--- src/rtl/audio_sample_packet_decoder.sv ---
// Two-channel audio sample packet decoder with IEC 60958 block sync.
// Channel-status capture is built only when AUDIO_CHANNEL_STATUS_EN is defined.

module audio_sample_channel (
    input  logic [23:0] word,
    input  logic [3:0]  vucp,
    output logic        parity_error
);
    // Even parity over the word and V/U/C/P: any odd total is an error.
    assign parity_error = ^{word, vucp};
endmodule

module audio_sample_packet_decoder #(
    parameter int CHANNEL_STATUS_LENGTH = 192
) (
    input  logic                             clk_packet,
    input  logic                             reset_n,
    input  logic                             packet_valid,
    input  logic [23:0]                      header,
    input  logic [55:0]                      sub0,
    output logic                             sample_valid,
    output logic [1:0][23:0]                 audio_sample_word,
    output logic [1:0]                       valid_bit,
    output logic [1:0]                       user_data_bit,
    output logic [1:0]                       parity_error,
    output logic                             locked,
    output logic                             sync_error,
    output logic [CHANNEL_STATUS_LENGTH-1:0] channel_status_left,
    output logic [CHANNEL_STATUS_LENGTH-1:0] channel_status_right,
    output logic                             channel_status_valid
);
    localparam int CW = (CHANNEL_STATUS_LENGTH > 1) ? $clog2(CHANNEL_STATUS_LENGTH) : 1;
    localparam logic [CW-1:0] LAST = CW'(CHANNEL_STATUS_LENGTH - 1);
    localparam logic [CW-1:0] ONE  = CW'(1);

    localparam logic [0:0] ST_HUNT   = 1'b0;
    localparam logic [0:0] ST_LOCKED = 1'b1;

    logic [0:0]       state, state_nxt;
    logic [CW-1:0]    count, count_nxt, store_idx;
    logic             accept, b_flag, store, complete, sync_nxt;
    logic [1:0][23:0] word_in;
    logic [1:0][3:0]  vucp_in;
    logic [1:0]       par_nxt, c_bit;

    logic unused_header;
    assign unused_header = ^{header[23:21], header[19:13], header[11:9]};

    assign accept = packet_valid && (header[7:0] == 8'd2) && !header[12] && header[8];
    assign b_flag = header[20];
    assign locked = (state == ST_LOCKED);

    for (genvar ch = 0; ch < 2; ch++) begin : g_ch
        assign word_in[ch] = sub0[24*ch +: 24];
        assign vucp_in[ch] = sub0[48 + 4*ch +: 4];
        assign c_bit[ch]   = vucp_in[ch][2];
        audio_sample_channel u_ch (
            .word         (word_in[ch]),
            .vucp         (vucp_in[ch]),
            .parity_error (par_nxt[ch])
        );
    end

    always_comb begin
        state_nxt = state;
        count_nxt = count;
        store     = 1'b0;
        store_idx = '0;
        complete  = 1'b0;
        sync_nxt  = 1'b0;
        if (accept) begin
            if (state == ST_HUNT) begin
                if (b_flag) begin
                    store     = 1'b1;
                    count_nxt = ONE;
                    state_nxt = ST_LOCKED;
                end
            end else if (b_flag && count != '0) begin
                // Early block start: restart the block at this frame.
                sync_nxt  = 1'b1;
                store     = 1'b1;
                count_nxt = ONE;
            end else if (!b_flag && count == '0) begin
                sync_nxt  = 1'b1;
                state_nxt = ST_HUNT;
            end else begin
                store     = 1'b1;
                store_idx = count;
                complete  = (count == LAST);
                count_nxt = complete ? '0 : count + ONE;
            end
        end
    end

    always_ff @(posedge clk_packet or negedge reset_n) begin
        if (!reset_n) begin
            state             <= ST_HUNT;
            count             <= '0;
            sample_valid      <= 1'b0;
            sync_error        <= 1'b0;
            audio_sample_word <= '0;
            valid_bit         <= '0;
            user_data_bit     <= '0;
            parity_error      <= '0;
        end else begin
            state        <= state_nxt;
            count        <= count_nxt;
            sample_valid <= accept;
            sync_error   <= sync_nxt;
            if (accept) begin
                audio_sample_word <= word_in;
                valid_bit         <= {vucp_in[1][0], vucp_in[0][0]};
                user_data_bit     <= {vucp_in[1][1], vucp_in[0][1]};
                parity_error      <= par_nxt;
            end
        end
    end

`ifdef AUDIO_CHANNEL_STATUS_EN
    logic [CHANNEL_STATUS_LENGTH-1:0] shadow_l, shadow_r, shadow_l_nxt, shadow_r_nxt;

    always_comb begin
        shadow_l_nxt = shadow_l;
        shadow_r_nxt = shadow_r;
        if (store) begin
            shadow_l_nxt[store_idx] = c_bit[0];
            shadow_r_nxt[store_idx] = c_bit[1];
        end
    end

    // The completing frame's own C bit is folded in before publishing.
    always_ff @(posedge clk_packet or negedge reset_n) begin
        if (!reset_n) begin
            shadow_l             <= '0;
            shadow_r             <= '0;
            channel_status_left  <= '0;
            channel_status_right <= '0;
            channel_status_valid <= 1'b0;
        end else begin
            shadow_l             <= shadow_l_nxt;
            shadow_r             <= shadow_r_nxt;
            channel_status_valid <= complete;
            if (complete) begin
                channel_status_left  <= shadow_l_nxt;
                channel_status_right <= shadow_r_nxt;
            end
        end
    end
`else
    logic unused_cs;
    assign unused_cs            = ^{store, store_idx, complete, c_bit};
    assign channel_status_left  = '0;
    assign channel_status_right = '0;
    assign channel_status_valid = 1'b0;
`endif

endmodule

--- config.mk ---
export PLATFORM = sky130hd
export DESIGN_NAME = audio_sample_packet_decoder
export DESIGN_NICKNAME = d
export VERILOG_FILES = /design/src/rtl/audio_sample_packet_decoder.sv
export SDC_FILE = /design/constraint.sdc
export NUM_CORES = 1
export LEC_CHECK = 0
export CORE_AREA = 2 2 204 206
export CTS_BUF_LIST = sky130_fd_sc_hd__clkbuf_4 sky130_fd_sc_hd__clkbuf_8
export DETAILED_ROUTE_END_ITERATION = 12
export DIE_AREA = 0 0 206 208
export GPL_ROUTABILITY_DRIVEN = 0
export HOLD_SLACK_MARGIN = 0.02
export SLEW_MARGIN = 5
export SYNTH_ARGS = -nofsm -noshare
export SYNTH_HDL_FRONTEND = slang
export SYNTH_HIERARCHICAL = 1
export SYNTH_SLANG_ARGS = --single-unit
--- constraint.sdc ---
create_clock -name clk_packet -period 3.9 [get_ports clk_packet]
set_input_delay 0.975 -clock clk_packet [delete_from_list [all_inputs] [get_ports clk_packet]]
set_output_delay 0.975 -clock clk_packet [all_outputs]
set_load 0.03 [all_outputs]
==> metrics <==
Site Rows 74; Total Routed Length 13.9 mm; Max Cap Viol 0; met2 wire length 6.69 mm; number of cells on the critical path 6; Net Sw Frac between 40% and 50%; FF-to-FF Start count[0]; CP endpoint kind flip-flop; layout filler cell count 4582; Setup TNS 0 ns; hpwl dp about 11 mm; clock share of power 27.8%; initial antenna violation count 0; antenna-violating nets left 0; min Tclk post-route 2.61 ns; DR DRC count 0; Clock Sinks 65; first-pass GRT wire length around 19 mm; metal3 WL about 1.3 mm; kind of critical path primary input to flip-flop; CORE AREA 0.0406 mm²; crit path cell chain clkdlybuf4s50_1 -> ha_1 -> nor2b_1 -> o2bb2ai_1 -> nand2b_1 -> o21ai_0; reg2reg setup slack approximately 1.4 ns; clk buf depth 2; Critical Path RT approximately 4.2 ns; peak supply drop 0.143 mV; post-CTS setup buffer count 0; final cycle utilization of the critical path 66.9%; die area ~0.043 mm²; Net Sw Power approximately 0.94 mW; Via density 2.72; hold-fix buffers at CTS 0; post-synthesis cell area between 0.006 and 0.007 mm²; HP Class flip-flop to flip-flop; top_reg_cell synth dfrtp_1; Worst Hold End audio_sample_word[45]; YS warnings 6; synth unique cells 41; hold_sp audio_sample_word[45]; ys async rst share between 90% and 100%; Buf+Inv Stages, Crit Path 1; H-tree level count 3; endpoints failing hold 0; sequential power share 32.8%; CTS buffer count 9; Port Buffer Count 126; crit start category primary input; cell taking the most area after synthesis buf_4; global route total overflow 0; Pre-antenna DRT Iters 4; status complete, no violations; leak pwr 3.54 nW; register area share after synthesis between 20% and 30%; die height 208 µm; # resized after CTS 0; initial core utilization between 15 and 20%; slew margin rel. a little over two fifths; Slew @ Worst Pin 0.868 ns; post-synth top area share 47.0%; DR WL/cell roughly 9.8 µm; layout cells sized above 1 3.19%; chip width 206 µm; Power Internal 1.15 mW; R2R Path End count[1]; fmax 383 MHz; total track usage 6.24%; wl on met1 5.47 mm; RSZ-0062 raised after global routing false; Nets approximately 960; ranking of synthesized cells by area buf_4 (47%), dfrtp_1 (26%), nand2_1 (10%); Final Skew 0.000515 ns; hold path depth 2; Power Dens Cells 308 mW/mm²; hold slack 0.467 ns; Top Layer Used met4; Gate Count Post-Synth ~740; final setup fails 0; Worst path top cell family by delay simple AND/OR/NAND/NOR gates; combinational power share about two fifths; CP max stage cell clkdlybuf4s50_1; Post-synth EDFFs 0; Clk Latency, worst-skew pair 0.39 ns; largest net degree at the start of global routing 60; vias in the first global route 3246; worst-path fanout max 9; Root Driver clkbuf_8; Post-synth top cells buf_4 (385), nand2_1 (167), dfrtp_1 (65); flops & latches, synth 65; Critical Path AT 2.88 ns; Worst-path clk slew 0.07 ns; R2R depth 9; Slew Viols, Final 0; Mean Syn Cell Area slightly above 8 µm²; Worst path max stage delay around 0.46 ns; most frequent cell after synthesis buf_4; total number of vias 3834; drt initial violations 99; CTS tree built; area delta synth->final 10.8%; Ports 525
cells in the final DEF (no fill, tap or decap), types with 3 or more instances in the layout:
cell / Yosys / final
nand3_1: 4 / 3
o21ai_0: 5 / 5
nand2_1: 167 / 167
clkdlybuf4s50_1: 0 / 125
dfrtp_1: 65 / 65
nor3_1: 4 / 4
nand3b_1: 3 / 3
nand4_1: 4 / 4
xnor2_1: 42 / 42
conb_1: 1 / 385
nor2_1: 4 / 4
xnor3_1: 4 / 4
a21oi_1: 3 / 3
inv_1: 6 / 6
clkinv_2: 0 / 3
clkbuf_8: 0 / 11
buf_4: 385 / 4
ha_1: 4 / 4
worst max path at each step:
stage,from,to,slack [ns]
global placement,sub0[0],parity_error[0],0.83
global route,header[20],count[1],1.22
detailed placement,sub0[0],parity_error[0],0.86
floorplan,header[0],count[5],1.77
finish,header[20],count[1],1.29
CTS,audio_sample_word[24],audio_sample_word[24],1.19
metrics by stage:
stage / setup slack [ns] / util [%] / cells / total power [mW] / area [µm²]
global route: 1.22 / 16.8 / 1409 / 2.22 / 6810
CTS: 1.19 / 16.8 / 1409 / 2.16 / 6810
global placement: 0.833 / 16.3 / 1393 / 1.53 / 6630
detailed placement: 0.857 / 16.3 / 1393 / 1.53 / 6630
floorplan: 1.77 / - / 1128 / 1.66 / 7590
finish: 1.29 / 16.8 / 1410 / 2.10 / 6810
final cells by class:
class / count / area, µm² / area share (%)
Antenna cell: 1 / 2.50 / 0.0367
Clock buffer: 13 / 166 / 2.44
Clock inverter: 3 / 15.0 / 0.220
Inverter: 6 / 22.5 / 0.331
Multi-Input combinational cell: 660 / 3010 / 44.2
Sequential cell: 65 / 1630 / 23.9
Tap cell: 532 / 666 / 9.77
Timing Repair Buffer: 130 / 1300 / 19.1
flip-flops by register name (all words and copies together) (netlist names):
name and cells:
audio_sample_word 48, sample_valid 1, user_data_bit 2, sync_error 1, parity_error 2, locked 1, valid_bit 2, count 8
logic make-up after synthesis:
kind of cell / after synthesis / synth area share, %
simple gates: 203 / 14.3
other cells: 1 / 0.0610
mux: 1 / 0.163
buf+inv: 403 / 48.2
compound gates: 17 / 1.77
xor+xnor: 50 / 8.26
flops: 65 / 26.5
fa+ha+maj: 4 / 0.814
layer usage:
layer	vias up	GRT usage [%]
met5	-	0
met4	0	3.40
met3	21	2.47
met2	272	10.0
met1	1757	7.03
li1	1784	-
worst reg2reg max path: stages, from the launching register on:
cell and delay (ns):
dfrtp_1 0.43, inv_1 0.10, ha_1 0.16, and4_1 0.23, inv_1 0.05, ha_1 0.18
nor2b_1 0.39, o2bb2ai_1 0.37, nand2b_1 0.32, o21ai_0 0.14
power groups by stage:
stage	Sequential (mW)	Combinational (mW)	Clock, mW
floorplan	0.719	0.942	0
global placement	0.701	0.824	0
detailed placement	0.701	0.825	0
CTS	0.688	0.826	0.651
global route	0.689	0.877	0.658
finish	0.688	0.825	0.583
Note: power is estimated with default switching activity, not from simulation.
==> patch (config.mk and constraints unchanged) <==
Set the parameter `CHANNEL_STATUS_LENGTH` to 96 (it was 192).
--- a/src/rtl/audio_sample_packet_decoder.sv
+++ b/src/rtl/audio_sample_packet_decoder.sv
@@ -13,3 +13,3 @@
 module audio_sample_packet_decoder #(
-    parameter int CHANNEL_STATUS_LENGTH = 192
+    parameter int CHANNEL_STATUS_LENGTH = 96
 ) (
Interface: changed (resized channel_status_left and channel_status_right); port bits go from 525 to 333. No check against the original RTL was run, so the function may have changed too.
==> patch against the original RTL <==
Total power shrank 6.5%. Combinational power decreased by 30%. Sequential share of layout area up 2.8 points. Clock skew increased by 0.010 ns. Die area did not move. Critical path type is now flop to flop. Via count fell by 16%. Sequential cell count shrank 1. Area after synthesis down 25%. Register-to-register slack worse by 0.19 ns. Cell area shrank 12%. Setup slack worse by 0.082 ns. Utilization decreased by 2.0 points. Routed wire length shrank 14%. Count of clock-buffer cells in the layout is 4 lower. Largest power group is now the clock network.
==> patch: results (changes against the original RTL) <==
placement:
  place_area_mm2: 0.00577  # -13%
critical_path:
  r2r_cells: 8  # -1
  setup.worst_path.start_class: "flop"
  r2r-start: "count[2]"
  cp_data_arrival_time_ns: 2.98  # +0.10 ns
  cp_max_fo: 7  # -2
global_routing:
  use_met2: 0.0923  # -0.00787
  grt_start_max_net_pins: 65  # +8.3%
  grt_pass1_vias: 2937  # -9.5%
  use_met3: 0.0172  # -0.00752
  met1_usage: 0.0632  # -0.00708
  grt_pass1_wl_um: 17000  # -11%
power:
  ir_drop_uv: 131  # -8.4%
detailed_routing:
  drt-initial-drc-count: 145  # +46%
  route.final.wire_length_um: 11900  # -14%
  wl_met3_um: 921  # -32%
  wl_met2_um: 5890  # -12%
  vias: 3203  # -16%
clock_network:
  clkTransAtPathRegs_ns: 0.09  # +0.02 ns
finish:
  nets: 748  # -22%
  drive_above_1_share: 0.0405  # +0.00861
  reg_top3: "audio_sample_word (48), count (7)"
sta:
  finClkSkew_ns: 0.0107  # +0.0102 ns
  max_slew_margin: 0.378  # -0.0433
  hold_slack_ns: 0.475  # +0.00813 ns
status:
  status: "completed"
synth:
  syn_area_per_cell_um2: 8.58  # +3.9%
  synth_common_cells: "buf_4, nand2_1, dfrtp_1"
  synth.area.top_cells: "dfrtp_1, buf_4, nand2_1, xnor2_1, xnor3_1"
  yosysSeqAreaShare: 0.349  # +0.0842
hold_path:
  hp-start: "audio_sample_word[8]"
==> patch: cell count changes in the layout (fill, tap and decap cells not counted), sizes merged, moves of 3 or more <==
cell,change
clkbuf,-4
conb,-192
inv,+4
nand2,-4
nand4,-3
nor2,-3
nor3,-3
==> patch: where the power goes <==
part | internal [mW] | switching [mW]
clock network | 0.366 | 0.340
registers | 0.672 | 0.00517
logic | 0.194 | 0.383
total | 1.23 | 0.728
==> patch: layout make-up <==
cell class	count	area [um^2]
Clock buffer	9	124
Clock inverter	7	103
Fill cell	4623	34600
Inverter	8	30.0
Multi-Input combinational cell	449	2180
Sequential cell	64	1600
Tap cell	532	666
Timing Repair Buffer	129	1290
==> patch: kinds of logic after synthesis <==
logic type | synth area share
AOI/OAI and AO/OA | 0.0264
DFF | 0.349
and+or+nand+nor | 0.166
other | 0.000817
buffers and inverters | 0.334
xor gates and xnor gates | 0.111
adders and majority gates | 0.0109
muxes | 0.00245
